--- config.mk ---
export PLATFORM = sky130hd
export DESIGN_NAME = cr16_ctrl
export DESIGN_NICKNAME = d
export VERILOG_FILES = /design/src/rtl/cr16_ctrl_pkg.sv /design/src/rtl/cr16_ctrl_cond_eval.sv /design/src/rtl/cr16_ctrl.sv
export SDC_FILE = /design/constraint.sdc
export NUM_CORES = 1
export LEC_CHECK = 0
export CAP_MARGIN = 20
export CORE_ASPECT_RATIO = 1.75
export CORE_MARGIN = 5
export CORE_UTILIZATION = 43
export DETAILED_ROUTE_END_ITERATION = 12
export PLACE_DENSITY = 0.77
export SLEW_MARGIN = 20
export SYNTH_ARGS = -nofsm -noshare
export SYNTH_HDL_FRONTEND = slang
export SYNTH_SLANG_ARGS = --single-unit
--- constraint.sdc ---
create_clock -name i_clk -period 2.88 [get_ports i_clk]
set_input_delay 0.432 -clock i_clk [delete_from_list [all_inputs] [get_ports i_clk]]
set_output_delay 0.432 -clock i_clk [all_outputs]
set_load 0.01 [all_outputs]
--- src/rtl/cr16_ctrl_pkg.sv ---
// Shared encodings for the CR16 multi-cycle control unit: FSM states,
// opcode/ext fields, condition codes, PSR bit positions and write-back selects.
package cr16_ctrl_pkg;

    typedef enum logic [1:0] {
        ST_FETCH  = 2'd0,
        ST_DECODE = 2'd1,
        ST_EXEC   = 2'd2,
        ST_MEM    = 2'd3
    } state_t;

    localparam logic [3:0] OP_RTYPE  = 4'h0;
    localparam logic [3:0] OP_MEMJ   = 4'h4;
    localparam logic [3:0] OP_BCOND  = 4'hC;

    localparam logic [3:0] EXT_LOAD  = 4'h0;
    localparam logic [3:0] EXT_STOR  = 4'h4;
    localparam logic [3:0] EXT_JAL   = 4'h8;
    localparam logic [3:0] EXT_JCOND = 4'hC;
    localparam logic [3:0] EXT_SCOND = 4'hD;

    localparam logic [3:0] ALU_CMP   = 4'hB;

    localparam logic [3:0] CC_EQ = 4'h0;
    localparam logic [3:0] CC_NE = 4'h1;
    localparam logic [3:0] CC_CS = 4'h2;
    localparam logic [3:0] CC_CC = 4'h3;
    localparam logic [3:0] CC_HI = 4'h4;
    localparam logic [3:0] CC_LS = 4'h5;
    localparam logic [3:0] CC_GT = 4'h6;
    localparam logic [3:0] CC_LE = 4'h7;
    localparam logic [3:0] CC_FS = 4'h8;
    localparam logic [3:0] CC_FC = 4'h9;
    localparam logic [3:0] CC_LO = 4'hA;
    localparam logic [3:0] CC_HS = 4'hB;
    localparam logic [3:0] CC_LT = 4'hC;
    localparam logic [3:0] CC_GE = 4'hD;
    localparam logic [3:0] CC_UC = 4'hE;

    localparam int PSR_N = 4;
    localparam int PSR_Z = 3;
    localparam int PSR_F = 2;
    localparam int PSR_L = 1;
    localparam int PSR_C = 0;

    localparam logic [1:0] WB_PC_RA = 2'd0;
    localparam logic [1:0] WB_COND  = 2'd1;
    localparam logic [1:0] WB_ALU   = 2'd2;
    localparam logic [1:0] WB_MEM   = 2'd3;

    // Opcodes (or R-type ext values) that the reg_alu datapath executes.
    function automatic logic is_alu_code(input logic [3:0] code);
        return (code == 4'h1) || (code == 4'h2) || (code == 4'h3) ||
               (code == 4'h5) || (code == 4'h9) || (code == 4'hB) ||
               (code == 4'hD);
    endfunction

endpackage

--- src/rtl/cr16_ctrl_cond_eval.sv ---
// Condition-code evaluator shared by Bcond, Jcond and Scond; evaluates a
// 4-bit condition against the latched {N,Z,F,L,C} flags.
module cond_eval
    import cr16_ctrl_pkg::*;
(
    input  logic [3:0] i_cond,
    input  logic [4:0] i_psr,
    output logic       o_taken
);

    logic w_n, w_z, w_f, w_l, w_c;

    assign w_n = i_psr[PSR_N];
    assign w_z = i_psr[PSR_Z];
    assign w_f = i_psr[PSR_F];
    assign w_l = i_psr[PSR_L];
    assign w_c = i_psr[PSR_C];

    always_comb begin
        o_taken = 1'b0;
        case (i_cond)
            CC_EQ:   o_taken = w_z;
            CC_NE:   o_taken = !w_z;
            CC_CS:   o_taken = w_c;
            CC_CC:   o_taken = !w_c;
            CC_HI:   o_taken = w_l;
            CC_LS:   o_taken = !w_l;
            CC_GT:   o_taken = w_n;
            CC_LE:   o_taken = !w_n;
            CC_FS:   o_taken = w_f;
            CC_FC:   o_taken = !w_f;
            CC_LO:   o_taken = !w_l && !w_z;
            CC_HS:   o_taken = w_l || w_z;
            CC_LT:   o_taken = !w_n && !w_z;
            CC_GE:   o_taken = w_n || w_z;
            CC_UC:   o_taken = 1'b1;
            default: o_taken = 1'b0;
        endcase
    end

endmodule

--- src/rtl/cr16_ctrl.sv ---
// CR16 multi-cycle control unit: fetch/decode/exec/mem sequencing, PC, IR and PSR.
// Optional jumps (Bcond, Jcond, JAL) are enabled by defining CTRL_JUMP_EN.
//
// state  | meaning
// FETCH  | present pc on mem_addr
// DECODE | capture instruction word into IR
// EXEC   | drive decoded controls; update pc/psr (LOAD issues its address)
// MEM    | LOAD write-back of memory data, then pc+1
module cr16_ctrl
    import cr16_ctrl_pkg::*;
#(
    parameter logic [15:0] RESET_PC = 16'h0000
) (
    input  logic        i_clk,
    input  logic        i_rst_n,
    input  logic [15:0] i_instr,
    input  logic [15:0] i_dSrc,
    input  logic [4:0]  i_psrIn,
    output logic        o_write,
    output logic        o_IMM_MUX,
    output logic        o_COND_RSLT,
    output logic [1:0]  o_WB_MUX,
    output logic [3:0]  o_rSrc,
    output logic [3:0]  o_rDst,
    output logic [3:0]  o_aluOp,
    output logic [7:0]  o_imm,
    output logic [15:0] o_pc_ra,
    output logic [15:0] o_mem_addr,
    output logic        o_mem_we,
    output logic [4:0]  o_psr
);

`ifdef CTRL_JUMP_EN
    localparam logic JUMP_EN = 1'b1;
`else
    localparam logic JUMP_EN = 1'b0;
`endif

    state_t      r_state, w_state_next;
    logic [15:0] r_pc, w_pc_next;
    logic [15:0] r_ir;
    logic [4:0]  r_psr;

    logic [3:0]  w_op, w_rd, w_ext, w_rs;
    logic        w_is_rtype, w_is_itype, w_is_alu, w_is_memj;
    logic        w_is_load, w_is_stor, w_is_jal, w_is_jcond, w_is_scond, w_is_bcond;
    logic [3:0]  w_cond_sel;
    logic        w_taken;
    logic [15:0] w_pc_inc, w_br_off;
    logic        w_ir_load, w_psr_upd;
    logic        w_write, w_mem_we, w_cond_rslt;
    logic [1:0]  w_wb;
    logic [15:0] w_addr;

    assign w_op  = r_ir[15:12];
    assign w_rd  = r_ir[11:8];
    assign w_ext = r_ir[7:4];
    assign w_rs  = r_ir[3:0];

    assign w_is_rtype = (w_op == OP_RTYPE) && is_alu_code(w_ext);
    assign w_is_itype = is_alu_code(w_op);
    assign w_is_alu   = w_is_rtype || w_is_itype;
    assign w_is_memj  = (w_op == OP_MEMJ);
    assign w_is_load  = w_is_memj && (w_ext == EXT_LOAD);
    assign w_is_stor  = w_is_memj && (w_ext == EXT_STOR);
    assign w_is_scond = w_is_memj && (w_ext == EXT_SCOND);
    // With jumps disabled these collapse to NOP encodings.
    assign w_is_jal   = JUMP_EN && w_is_memj && (w_ext == EXT_JAL);
    assign w_is_jcond = JUMP_EN && w_is_memj && (w_ext == EXT_JCOND);
    assign w_is_bcond = JUMP_EN && (w_op == OP_BCOND);

    // Scond tests the condition in rs; Bcond/Jcond carry it in the rd field.
    assign w_cond_sel = w_is_scond ? w_rs : w_rd;

    cond_eval u_cond_eval (
        .i_cond  (w_cond_sel),
        .i_psr   (r_psr),
        .o_taken (w_taken)
    );

    assign w_pc_inc = r_pc + 16'd1;
    assign w_br_off = {{8{r_ir[7]}}, r_ir[7:0]};

    assign o_rSrc    = w_rs;
    assign o_rDst    = w_rd;
    assign o_imm     = r_ir[7:0];
    assign o_aluOp   = w_is_rtype ? w_ext : w_op;
    assign o_IMM_MUX = w_is_itype;
    assign o_pc_ra   = w_pc_inc;
    assign o_psr     = r_psr;

    always_comb begin
        w_state_next = r_state;
        w_pc_next    = r_pc;
        w_ir_load    = 1'b0;
        w_psr_upd    = 1'b0;
        w_write      = 1'b0;
        w_mem_we     = 1'b0;
        w_cond_rslt  = 1'b0;
        w_addr       = r_pc;

        if (w_is_jal) begin
            w_wb = WB_PC_RA;
        end else if (w_is_scond) begin
            w_wb = WB_COND;
        end else if (w_is_load) begin
            w_wb = WB_MEM;
        end else begin
            w_wb = WB_ALU;
        end

        case (r_state)
            ST_FETCH: begin
                w_state_next = ST_DECODE;
            end
            ST_DECODE: begin
                w_ir_load    = 1'b1;
                w_state_next = ST_EXEC;
            end
            ST_EXEC: begin
                w_state_next = ST_FETCH;
                w_pc_next    = w_pc_inc;
                if (w_is_alu) begin
                    w_write   = (o_aluOp != ALU_CMP);
                    w_psr_upd = 1'b1;
                end
                if (w_is_load) begin
                    w_state_next = ST_MEM;
                    w_pc_next    = r_pc;
                    w_addr       = i_dSrc;
                end
                if (w_is_stor) begin
                    w_addr   = i_dSrc;
                    w_mem_we = 1'b1;
                end
                if (w_is_jal) begin
                    w_write   = 1'b1;
                    w_pc_next = i_dSrc;
                end
                if (w_is_jcond && w_taken) begin
                    w_pc_next = i_dSrc;
                end
                if (w_is_bcond && w_taken) begin
                    w_pc_next = r_pc + w_br_off;
                end
                if (w_is_scond) begin
                    w_write     = 1'b1;
                    w_cond_rslt = w_taken;
                end
            end
            ST_MEM: begin
                w_state_next = ST_FETCH;
                w_pc_next    = w_pc_inc;
                w_write      = w_is_load;
                w_addr       = i_dSrc;
            end
            default: begin
                w_state_next = ST_FETCH;
            end
        endcase

        // Reset kills the in-flight instruction on this very edge.
        if (!i_rst_n) begin
            w_write     = 1'b0;
            w_mem_we    = 1'b0;
            w_cond_rslt = 1'b0;
            w_addr      = RESET_PC;
        end
    end

    assign o_write     = w_write;
    assign o_mem_we    = w_mem_we;
    assign o_COND_RSLT = w_cond_rslt;
    assign o_WB_MUX    = w_wb;
    assign o_mem_addr  = w_addr;

    always_ff @(posedge i_clk) begin
        if (!i_rst_n) begin
            r_state <= ST_FETCH;
            r_pc    <= RESET_PC;
            r_ir    <= 16'h0000;
            r_psr   <= 5'b00000;
        end else begin
            r_state <= w_state_next;
            r_pc    <= w_pc_next;
            if (w_ir_load) begin
                r_ir <= i_instr;
            end
            if (w_psr_upd) begin
                r_psr <= i_psrIn;
            end
        end
    end

endmodule
==> key figures <==
Outcome
  • Status: completed

Timing
  • Final hold violation count: 0
  • Finish-stage setup viols: 0
  • Final min period: 2830 ps
  • Final slew viol count: 0
  • Max frequency: 0.353 GHz
  • Max-Slew Margin vs Limit: 0.537
  • Least-Margin Pin Slew: just under 700 ps
  • RSZ-0062 raised after global routing: yes
  • Setup slack after layout: ~49 ps
  • Skew final: 10.2 ps
  • Hold WS: 497 ps
  • Setup TNS: 0 ps
  • Final period utilization: 0.983

Drt
  • Vias/cell: 5.35
  • Final Routed Wirelength: roughly 8000 µm
  • DRT iter0 DRCs: 99
  • Vias: 2795
  • WL/cell: between 10 and 15 µm
  • Antenna Nets Post-Route: 0
  • First-pass DRT Iterations: 4
  • Residual DRC: 0

Global routing
  • Grt ovf: 0
  • All-Layer GR Usage: 0.184
  • Vias in the first global route: around 2800
  • Largest net degree at the start of global routing: 34
  • First-pass GRT wire length: about 13000 µm
  • Antenna violations before repair: 0

Die
  • IO Pins: 102
  • Core Region: 6490 µm²
  • Die Y: 118 µm
  • Initial core utilization: 0.440
  • Die X: 71.6 µm
  • Full die area: 8440 µm²
  • Cell Rows: 39

Min path
  • Min-delay src: r_pc[1]
  • HP Class: flop to flop
  • Worst Hold Path EP: r_pc[1]
  • Worst hold path depth: 2

Yosys
  • YS warnings: 0
  • Post-synth top flop: dfxtp_1
  • Synth Area in Compound Gates: 0.151
  • Seq/Total Area, Yosys: 0.273
  • Post-Synth Simple-Gate Area: 0.299
  • Distinct cell type count of the synthesized netlist: between 50 and 60
  • Syn nets: between 300 and 400
  • Multiplexer area fraction after synthesis: 0.0985
  • Top-area cell type share of the netlist area: 0.273
  • Yosys reg bits: 39
  • Largest area contributor in the netlist: dfxtp_1
  • Post-synthesis adder-cell area fraction: 0.00438
  • Avg Cell Area, Syn: between 8 and 9 µm²
  • Synth top area cells: dfxtp_1 (27%), mux2i_1 (9.5%), nand2_1 (6.7%)
  • Post-synth ARST share: 0
  • Post-synthesis instance area: 2860 µm²
  • Largest family of logic cells by synthesized area: simple AND/OR/NAND/NOR gates
  • Post-synthesis xor/xnor area fraction: 0.0766
  • Post-Synthesis Cells: between 300 and 400
  • EDFF count, synth: 0

Setup path
  • FF-to-FF setup slack: 790 ps
  • CP Class: flop to primary output
  • Reg-to-Reg End: r_pc[14]
  • Reg2reg path depth: 7
  • WP data required: 2450 ps
  • CP arrival: around 2400 ps
  • Maximum net fanout on the critical path: 8
  • Startpoint Class: flop
  • Crit. End Element: primary output
  • Worst reg2reg path startpoint: r_ir[4]

Final layout
  • Most frequent cells in the layout: clkdlybuf4s50_1 (82), nand2_1 (51), dfxtp_1 (28), mux2i_1 (25)
  • Design area: 4140 µm²
  • Final nets: 479
  • Fin cells: 522
  • Commonest non-fill, non-tap cell in the layout: clkdlybuf4s50_1
  • ANT cells: 0
  • FILL cells: 566
  • Area Overhead vs Synth: 44.9%
  • Share of post-route cells with drive strength above 1: 0.139

Pwr
  • Switch Pwr: 394 µW
  • Peak VDD IR: 0.322 mV
  • Logic pwr share: 0.205
  • Clock power frac: 0.406
  • Power share of the sequential group: 0.389
  • Leak: 0.00152 µW
  • Sw frac: 0.255
  • Cell Pwr Density: approximately 370 nW/µm²
  • Internal power: roughly 1200 µW

Clock tree
  • Root Driver: clkbuf_16
  • Clock-pin slew on the worst setup and hold paths: ~60 ps
  • Max clock buf depth: 2
  • CTS HTree Levels: 2
  • CTS tree: built
  • Clock latency on the worst-skew pair: 280 ps
  • Clock sinks: 39
  • CTS buffer count: 5
  • # hold bufs at CTS: 0

Job
  • Max Cap Violations: 0

Placed design
  • Port Buffers: just over 100
  • Pre-CTS setup slack: 75.8 ps
  • Placed Area: 3870 µm²
  • Placed insts: 510
  • Placer Congestion: ~0.84
  • Hpwl dp: around 5800 µm
state kept, by name (all words and copies together) (netlist names):
signal	flops
o_psr	5
r_state	2
r_ir	16
r_pc	16
kinds of logic (layout without fill, tap and decap cells):
group,count (synthesis),after routing
simple gates,155,155
compound gates,56,56
buf+inv,50,136
fa+ha+maj,1,1
xor+xnor,25,25
flops,39,39
mux,28,28
worst max-delay path: stages (launching register included):
cell and delay (ps):
dfxtp_4 360, or4b_4 540, or2_4 270, a21boi_4 170
buf_4 140, buf_12 130, mux2i_1 200, nor2b_1 70
clkdlybuf4s15_1 230
power by group through the flow:
| stage | Combinational (µW) | Sequential [µW] | Clock (µW) |
|---|---|---|---|
| 6_report | 317 | 601 | 628 |
| 5_1_grt | 342 | 605 | 661 |
| 4_1_cts | 315 | 599 | 640 |
| 3_5_place_dp | 308 | 609 | 0 |
| 3_3_place_gp | 302 | 608 | 0 |
| 2_1_floorplan | 186 | 593 | 0 |
how the worst max path moves through the flow:
stage | from | end | depth (start not counted)
2_1_floorplan | r_ir[4] | o_mem_addr[6] | 7
3_5_place_dp | r_ir[4] | o_mem_addr[7] | 7
5_1_grt | r_ir[0] | o_COND_RSLT | 7
6_report | r_ir[4] | o_mem_addr[7] | 8
4_1_cts | r_ir[4] | o_COND_RSLT | 6
3_3_place_gp | r_ir[4] | o_mem_addr[9] | 7
cell type report:
type	count	area [µm²]	area share
clock buffer	5	125	0.0302
clock inverter	3	43.8	0.0106
inverter	6	22.5	0.00544
multi-input combinational	265	1850	0.447
sequential	39	797	0.192
tap	82	103	0.0248
timing repair buffer	122	1200	0.290
through the flow:
step / util / power (µW)
after global routing: 0.638 / 1610
after floorplan: - / 780
after global placement: 0.596 / 910
final: 0.638 / 1550
after detailed placement: 0.596 / 917
after CTS: 0.628 / 1550
Yosys cell counts, types with 5 or more instances:
| master | n |
|---|---|
| nand2_1 | 51 |
| a21boi_0 | 23 |
| dfxtp_1 | 39 |
| nand3_1 | 8 |
| inv_1 | 6 |
| xnor2_1 | 13 |
| or3_1 | 9 |
| nor4bb_1 | 5 |
| nor2_1 | 14 |
| nand4_1 | 6 |
| o21ai_0 | 9 |
| nor4_1 | 5 |
| and2_1 | 11 |
| nor2b_1 | 23 |
| xor2_1 | 12 |
| clkbuf_1 | 23 |
| mux2i_1 | 27 |
| buf_4 | 17 |
routing by layer:
metal,global-route usage,vias to the layer above,wire (µm)
li1,-,1378,-
met1,0.190,1323,2960
met2,0.356,85,4320
met3,0.0368,9,405
met4,0.0565,0,89
met5,0,-,0
what timing repair did:
action / 4_1_cts / 5_1_grt
gates cloned: 1 / 0
endpoints found under the hold margin: 0 / 0
gates resized for setup: 29 / 33
buffers inserted: 2 / 1
setup endpoints to repair: 20 / 23
pin swaps: 2 / 2
Note: power is estimated with default switching activity, not from simulation.
